File: src/rtl/cursor_motion.sv
// Cursor position writer: applies VT52 motion commands with edge clamping and
// hands off to the screen scroller when LF/RLF runs off the bottom/top row.
module cursor_motion #(
  parameter int ROW_BITS = 5,
  parameter int COL_BITS = 7,
  parameter int ROWS     = 24,
  parameter int COLS     = 80
) (
  input  logic                clk,
  input  logic                reset,
  input  logic                cmd_valid,
  output logic                cmd_ready,
  input  logic [3:0]          cmd_op,
  input  logic [ROW_BITS-1:0] cmd_row,
  input  logic [COL_BITS-1:0] cmd_col,
  output logic [COL_BITS-1:0] new_cursor_x,
  output logic [ROW_BITS-1:0] new_cursor_y,
  output logic                new_cursor_wen,
  output logic                scroll_req,
  output logic                scroll_dir,
  input  logic                scroll_ack
);

  localparam logic [COL_BITS-1:0] X_MAX = COL_BITS'(COLS - 1);
  localparam logic [ROW_BITS-1:0] Y_MAX = ROW_BITS'(ROWS - 1);

  localparam logic [3:0] OP_UP      = 4'd1;
  localparam logic [3:0] OP_DOWN    = 4'd2;
  localparam logic [3:0] OP_RIGHT   = 4'd3;
  localparam logic [3:0] OP_LEFT    = 4'd4;
  localparam logic [3:0] OP_HOME    = 4'd5;
  localparam logic [3:0] OP_CR      = 4'd6;
  localparam logic [3:0] OP_LF      = 4'd7;
  localparam logic [3:0] OP_RLF     = 4'd8;
  localparam logic [3:0] OP_TAB     = 4'd9;
  localparam logic [3:0] OP_ADVANCE = 4'd10;
  localparam logic [3:0] OP_SET     = 4'd11;

  typedef enum logic {IDLE, SCROLL} state_t;

  state_t              state_q, state_d;
  logic [COL_BITS-1:0] x_q, x_d;
  logic [ROW_BITS-1:0] y_q, y_d;
  logic                wen_q, wen_d;
  logic                req_q, req_d;
  logic                dir_q, dir_d;
  logic [COL_BITS:0]   tab_next;

  assign cmd_ready      = (state_q == IDLE) & reset;
  assign new_cursor_x   = x_q;
  assign new_cursor_y   = y_q;
  assign new_cursor_wen = wen_q;
  assign scroll_req     = req_q;
  assign scroll_dir     = dir_q;

  // One extra bit so that (x|7)+1 cannot wrap before it is clamped.
  assign tab_next = {1'b0, x_q | COL_BITS'(7)} + 1'b1;

  always_comb begin
    state_d = state_q;
    x_d     = x_q;
    y_d     = y_q;
    wen_d   = 1'b0;
    req_d   = req_q;
    dir_d   = dir_q;
    case (state_q)
      IDLE: begin
        if (cmd_valid && cmd_ready) begin
          wen_d = 1'b1;
          case (cmd_op)
            OP_UP:    y_d = (y_q > '0) ? y_q - 1'b1 : '0;
            OP_DOWN:  y_d = (y_q < Y_MAX) ? y_q + 1'b1 : Y_MAX;
            OP_RIGHT,
            OP_ADVANCE: x_d = (x_q < X_MAX) ? x_q + 1'b1 : X_MAX;
            OP_LEFT:  x_d = (x_q > '0) ? x_q - 1'b1 : '0;
            OP_HOME: begin
              x_d = '0;
              y_d = '0;
            end
            OP_CR:    x_d = '0;
            OP_TAB:   x_d = (tab_next > {1'b0, X_MAX}) ? X_MAX : tab_next[COL_BITS-1:0];
            OP_SET: begin
              x_d = (cmd_col > X_MAX) ? X_MAX : cmd_col;
              y_d = (cmd_row > Y_MAX) ? Y_MAX : cmd_row;
            end
            OP_LF: begin
              if (y_q < Y_MAX) begin
                y_d = y_q + 1'b1;
              end else begin
                wen_d   = 1'b0;
                state_d = SCROLL;
                req_d   = 1'b1;
                dir_d   = 1'b0;
              end
            end
            OP_RLF: begin
              if (y_q > '0) begin
                y_d = y_q - 1'b1;
              end else begin
                wen_d   = 1'b0;
                state_d = SCROLL;
                req_d   = 1'b1;
                dir_d   = 1'b1;
              end
            end
            default:  wen_d = 1'b0;
          endcase
        end
      end
      SCROLL: begin
        // The strobe after the ack re-arms the blink at the unchanged position.
        if (scroll_ack) begin
          state_d = IDLE;
          req_d   = 1'b0;
          wen_d   = 1'b1;
        end
      end
      default: state_d = IDLE;
    endcase
  end

  always_ff @(posedge clk or negedge reset) begin
    if (!reset) begin
      state_q <= IDLE;
      x_q     <= '0;
      y_q     <= '0;
      wen_q   <= 1'b0;
      req_q   <= 1'b0;
      dir_q   <= 1'b0;
    end else begin
      state_q <= state_d;
      x_q     <= x_d;
      y_q     <= y_d;
      wen_q   <= wen_d;
      req_q   <= req_d;
      dir_q   <= dir_d;
    end
  end

endmodule

File: config.mk
export PLATFORM = sky130hd
export DESIGN_NAME = cursor_motion
export DESIGN_NICKNAME = d
export VERILOG_FILES = /design/src/rtl/cursor_motion.sv
export SDC_FILE = /design/constraint.sdc
export NUM_CORES = 1
export LEC_CHECK = 0
export BUFFER_PORTS_ARGS = -buffer_cell sky130_fd_sc_hd__buf_4
export CAP_MARGIN = 20
export CORE_MARGIN = 2
export CORE_UTILIZATION = 50
export CTS_CLUSTER_DIAMETER = 60
export DETAILED_ROUTE_END_ITERATION = 10
export PLACE_DENSITY = 0.85
export SETUP_SLACK_MARGIN = 0.2
export SLEW_MARGIN = 20
export SYNTH_ARGS = -nofsm -noshare
export SYNTH_HDL_FRONTEND = slang
export SYNTH_SLANG_ARGS = --single-unit
File: constraint.sdc
create_clock -name clk -period 2 [get_ports clk]
set_input_delay 0 -clock clk [delete_from_list [all_inputs] [get_ports clk]]
set_output_delay 0 -clock clk [all_outputs]
set_load 0.02 [all_outputs]
==> results.json <==
{
  "end_kind": "flip-flop",
  "rows": 21,
  "yosys.area_share.simple_pct": 23.9,
  "crit_type": "reg -> reg",
  "worstPathCellList": "buf_6 > buf_4 > o21ai_0 > o21a_1 > and2_1 > a32oi_1 > o22a_1",
  "p_per_area_mw_per_mm2": 1060,
  "fin_tns_setup_ns": -0.0126,
  "vias": 2360,
  "grtUsageTotal_pct": 29.3,
  "holdWs_ns": 0.104,
  "drive_gt1_share_pct": 46.4,
  "synth_cells": 226,
  "violations": "setup timing",
  "min_period_ns": 2.01,
  "start_util_pct": 52.8,
  "finalSetupViolCount": 2,
  "fin_nets": 322,
  "cp.arrival_ns": 2.23,
  "h-tree-depth": 1,
  "synth_nets": 256,
  "crit_path_end": "new_cursor_x[2]",
  "first_global_vias": 1985,
  "fin_crit_sh_pct": 101,
  "grt_max_degree": 21,
  "leakagePower_nw": 1.08,
  "use_met3_pct": 3.21,
  "die-area_mm2": 0.00404,
  "synthArstFlopShare_pct": 100,
  "min_path_type": "in -> reg",
  "irDropWorstVdd_uv": 632,
  "worst_slew_pin_slew_ns": 0.607,
  "insertion_delay_ns": 0.32,
  "cts_root_buffer": "clkbuf_4",
  "dp_cells": 306,
  "synth_top_family_by_area": "compound AO/OA/AOI/OAI gates",
  "drt-pass1-iter-count": 6,
  "n_fill_cell": 194,
  "yosysSeqAreaShare_pct": 22.6,
  "antenna_found_initial": 0,
  "overflow": 0,
  "startpoint": "new_cursor_x[4]",
  "yosysWarnings": 0,
  "synth_flop_cell": "dfrtp_1",
  "syn_area_mm2": 0.00177,
  "antennaDiodeCount": 0,
  "drc": 0,
  "hold_violations": 0,
  "relSlewSlack_pct": 59.0,
  "layout_common_cells": "71 x buf_4, 15 x nand2_1, 14 x a21oi_1, 13 x o21ai_0",
  "yosys_register_bits": 16,
  "die_h_um": 63.6,
  "grt.busiest_layer": "met2",
  "slew_violations": 0,
  "fin_cells": 337,
  "path_clk_slew_ns": 0.12,
  "fin_ws_ns": -0.0116,
  "drt_iter0_markers": 275,
  "ant_nets": 0,
  "cts_buffers": 3,
  "cts_tree": "yes",
  "die_x_um": 63.6,
  "crit_cells": 7,
  "dp_hpwl_um": 3770,
  "reg2reg_depth": 7,
  "multi_input_area_mm2": 0.00153,
  "routed_wl_um": 7620,
  "finalPower_mw": 2.88,
  "via_per_inst": 7.00,
  "critPathBufInv": 2,
  "io_pins": 36,
  "grt_pass1_wl_um": 9410,
  "critical_path.top_delay_family": "compound AO/OA/AOI/OAI gates",
  "crit_slowest_cell": "dfrtp_2",
  "clock_sinks": 16,
  "grt_util_met2_pct": 50.1,
  "worst-r2r-setup-slack_ns": -0.01,
  "cts_buffer_depth": 2,
  "synth_xor_area_share_pct": 5.92,
  "start_kind": "flip-flop",
  "r2r-end": "new_cursor_x[2]",
  "wl_per_cell_um": 22.6,
  "pre_cts_slack_ns": 0.0701,
  "fmax_ghz": 0.497,
  "synth_edf_count": 0,
  "grt_util_met1_pct": 37.1,
  "synth_compound_area_share_pct": 31.5,
  "maxCapViolCount": 0,
  "syn_area_per_cell_um2": 7.85,
  "port_buffers": 35,
  "outcome": "finished, violations left",
  "gp_congestion": 0.966,
  "areaGrowthSynthToFinish_pct": 53.2,
  "final_common_cell": "buf_4",
  "synth_mux_area_share_pct": 0,
  "required_ns": 2.22,
  "synthAdderAreaFrac_pct": 7.05,
  "timing.rr.start": "new_cursor_x[4]",
  "register_area_um2": 408,
  "synth_cell_types": 62,
  "core_mm2": 0.00336,
  "grt_setup_unrepaired": "true",
  "crit_fanout": 5,
  "clock_skew_ns": 0.0113,
  "slowest_delay_ns": 0.52
}
## cell usage after synthesis, drive strengths merged, types with 3 or more instances
| master | count | area [um^2] |
|---|---|---|
| nor3 | 6 | 35.0 |
| nand4 | 4 | 25.0 |
| xnor2 | 10 | 87.6 |
| ha | 10 | 125 |
| a211oi | 3 | 22.5 |
| nor4 | 4 | 25.0 |
| a31oi | 5 | 31.3 |
| clkbuf | 8 | 31.3 |
| a32oi | 3 | 26.3 |
| nor3b | 4 | 30.0 |
| inv | 14 | 52.6 |
| o21ai | 19 | 95.1 |
| buf | 11 | 76.3 |
| nor2 | 7 | 26.3 |
| dfrtp | 16 | 400 |
| o21a | 4 | 30.0 |
| nand3 | 9 | 45.0 |
| nor2b | 5 | 31.3 |
| nand2b | 4 | 25.0 |
| nand2 | 18 | 67.6 |
| a21oi | 17 | 85.1 |
## cell type report
class	instances	area share, %
tap	46	2.12
inverter	14	2.21
timing repair buffer	79	23.2
multi-input combinational	178	56.2
sequential	16	15.0
clock buffer	4	1.34
## through the flow
| step | cell area, um^2 | util, % |
|---|---|---|
| final | 2720 | 80.8 |
| after floorplan | 1840 | - |
| after CTS | 2400 | 71.4 |
| after detailed placement | 2170 | 64.6 |
| after global placement | 2170 | 64.6 |
| after global routing | 2720 | 80.8 |
## registers in the layout, indices dropped and copies added (netlist names)
name / flops
state_q: 1
new_cursor_y: 5
new_cursor_wen: 1
scroll_dir: 1
scroll_req: 1
new_cursor_x: 7
## cell families after synthesis
group / Yosys count
simple gates: 74
fa+ha+maj: 10
compound gates: 81
xor+xnor: 12
flops: 16
buf+inv: 33
## per-layer routing
| metal | share of wire, % | up-vias | wire length (um) |
|---|---|---|---|
| met3 | 9.1 | 52 | 693 |
| met2 | 48 | 201 | 3650 |
| met5 | 0 | - | 0 |
| met1 | 37 | 1125 | 2860 |
| li1 | - | 982 | - |
| met4 | 5.5 | 0 | 421 |
## worst min path at each step
stage / endpoint / from / cells past startpoint / slack [ns]
after CTS: new_cursor_y[4] / cmd_row[4] / 3 / 0.09
after global placement: new_cursor_y[2] / reset / 2 / -0.03
after floorplan: new_cursor_wen / reset / 0 / -0.30
after global routing: new_cursor_y[4] / cmd_row[4] / 3 / 0.11
final: new_cursor_x[5] / cmd_col[5] / 3 / 0.10
after detailed placement: scroll_dir / reset / 2 / -0.03
## where the power goes
group          switching (mW)  leakage [nW]  internal, mW
logic                    1.05         0.870         0.977
registers               0.192         0.192         0.421
clock network           0.130        0.0210         0.111
## timing repair
action / 4_1_cts / 5_1_grt
resized for setup: 17 / 40
endpoints found under the setup margin: 12 / 14
cloned: 1 / 0
endpoints found under the hold margin: 19 / 0
buffers inserted: 10 / 14
pin swaps: 11 / 25
hold buffers: 2 / 0
## worst reg2reg max path: stages (launching register included)
cell	delay, ns
dfrtp_2	0.52
buf_6	0.16
buf_4	0.13
o21ai_0	0.23
o21a_1	0.21
and2_1	0.29
a32oi_1	0.16
o22a_1	0.22
No activity file was read; power rests on OpenSTA's default activity.
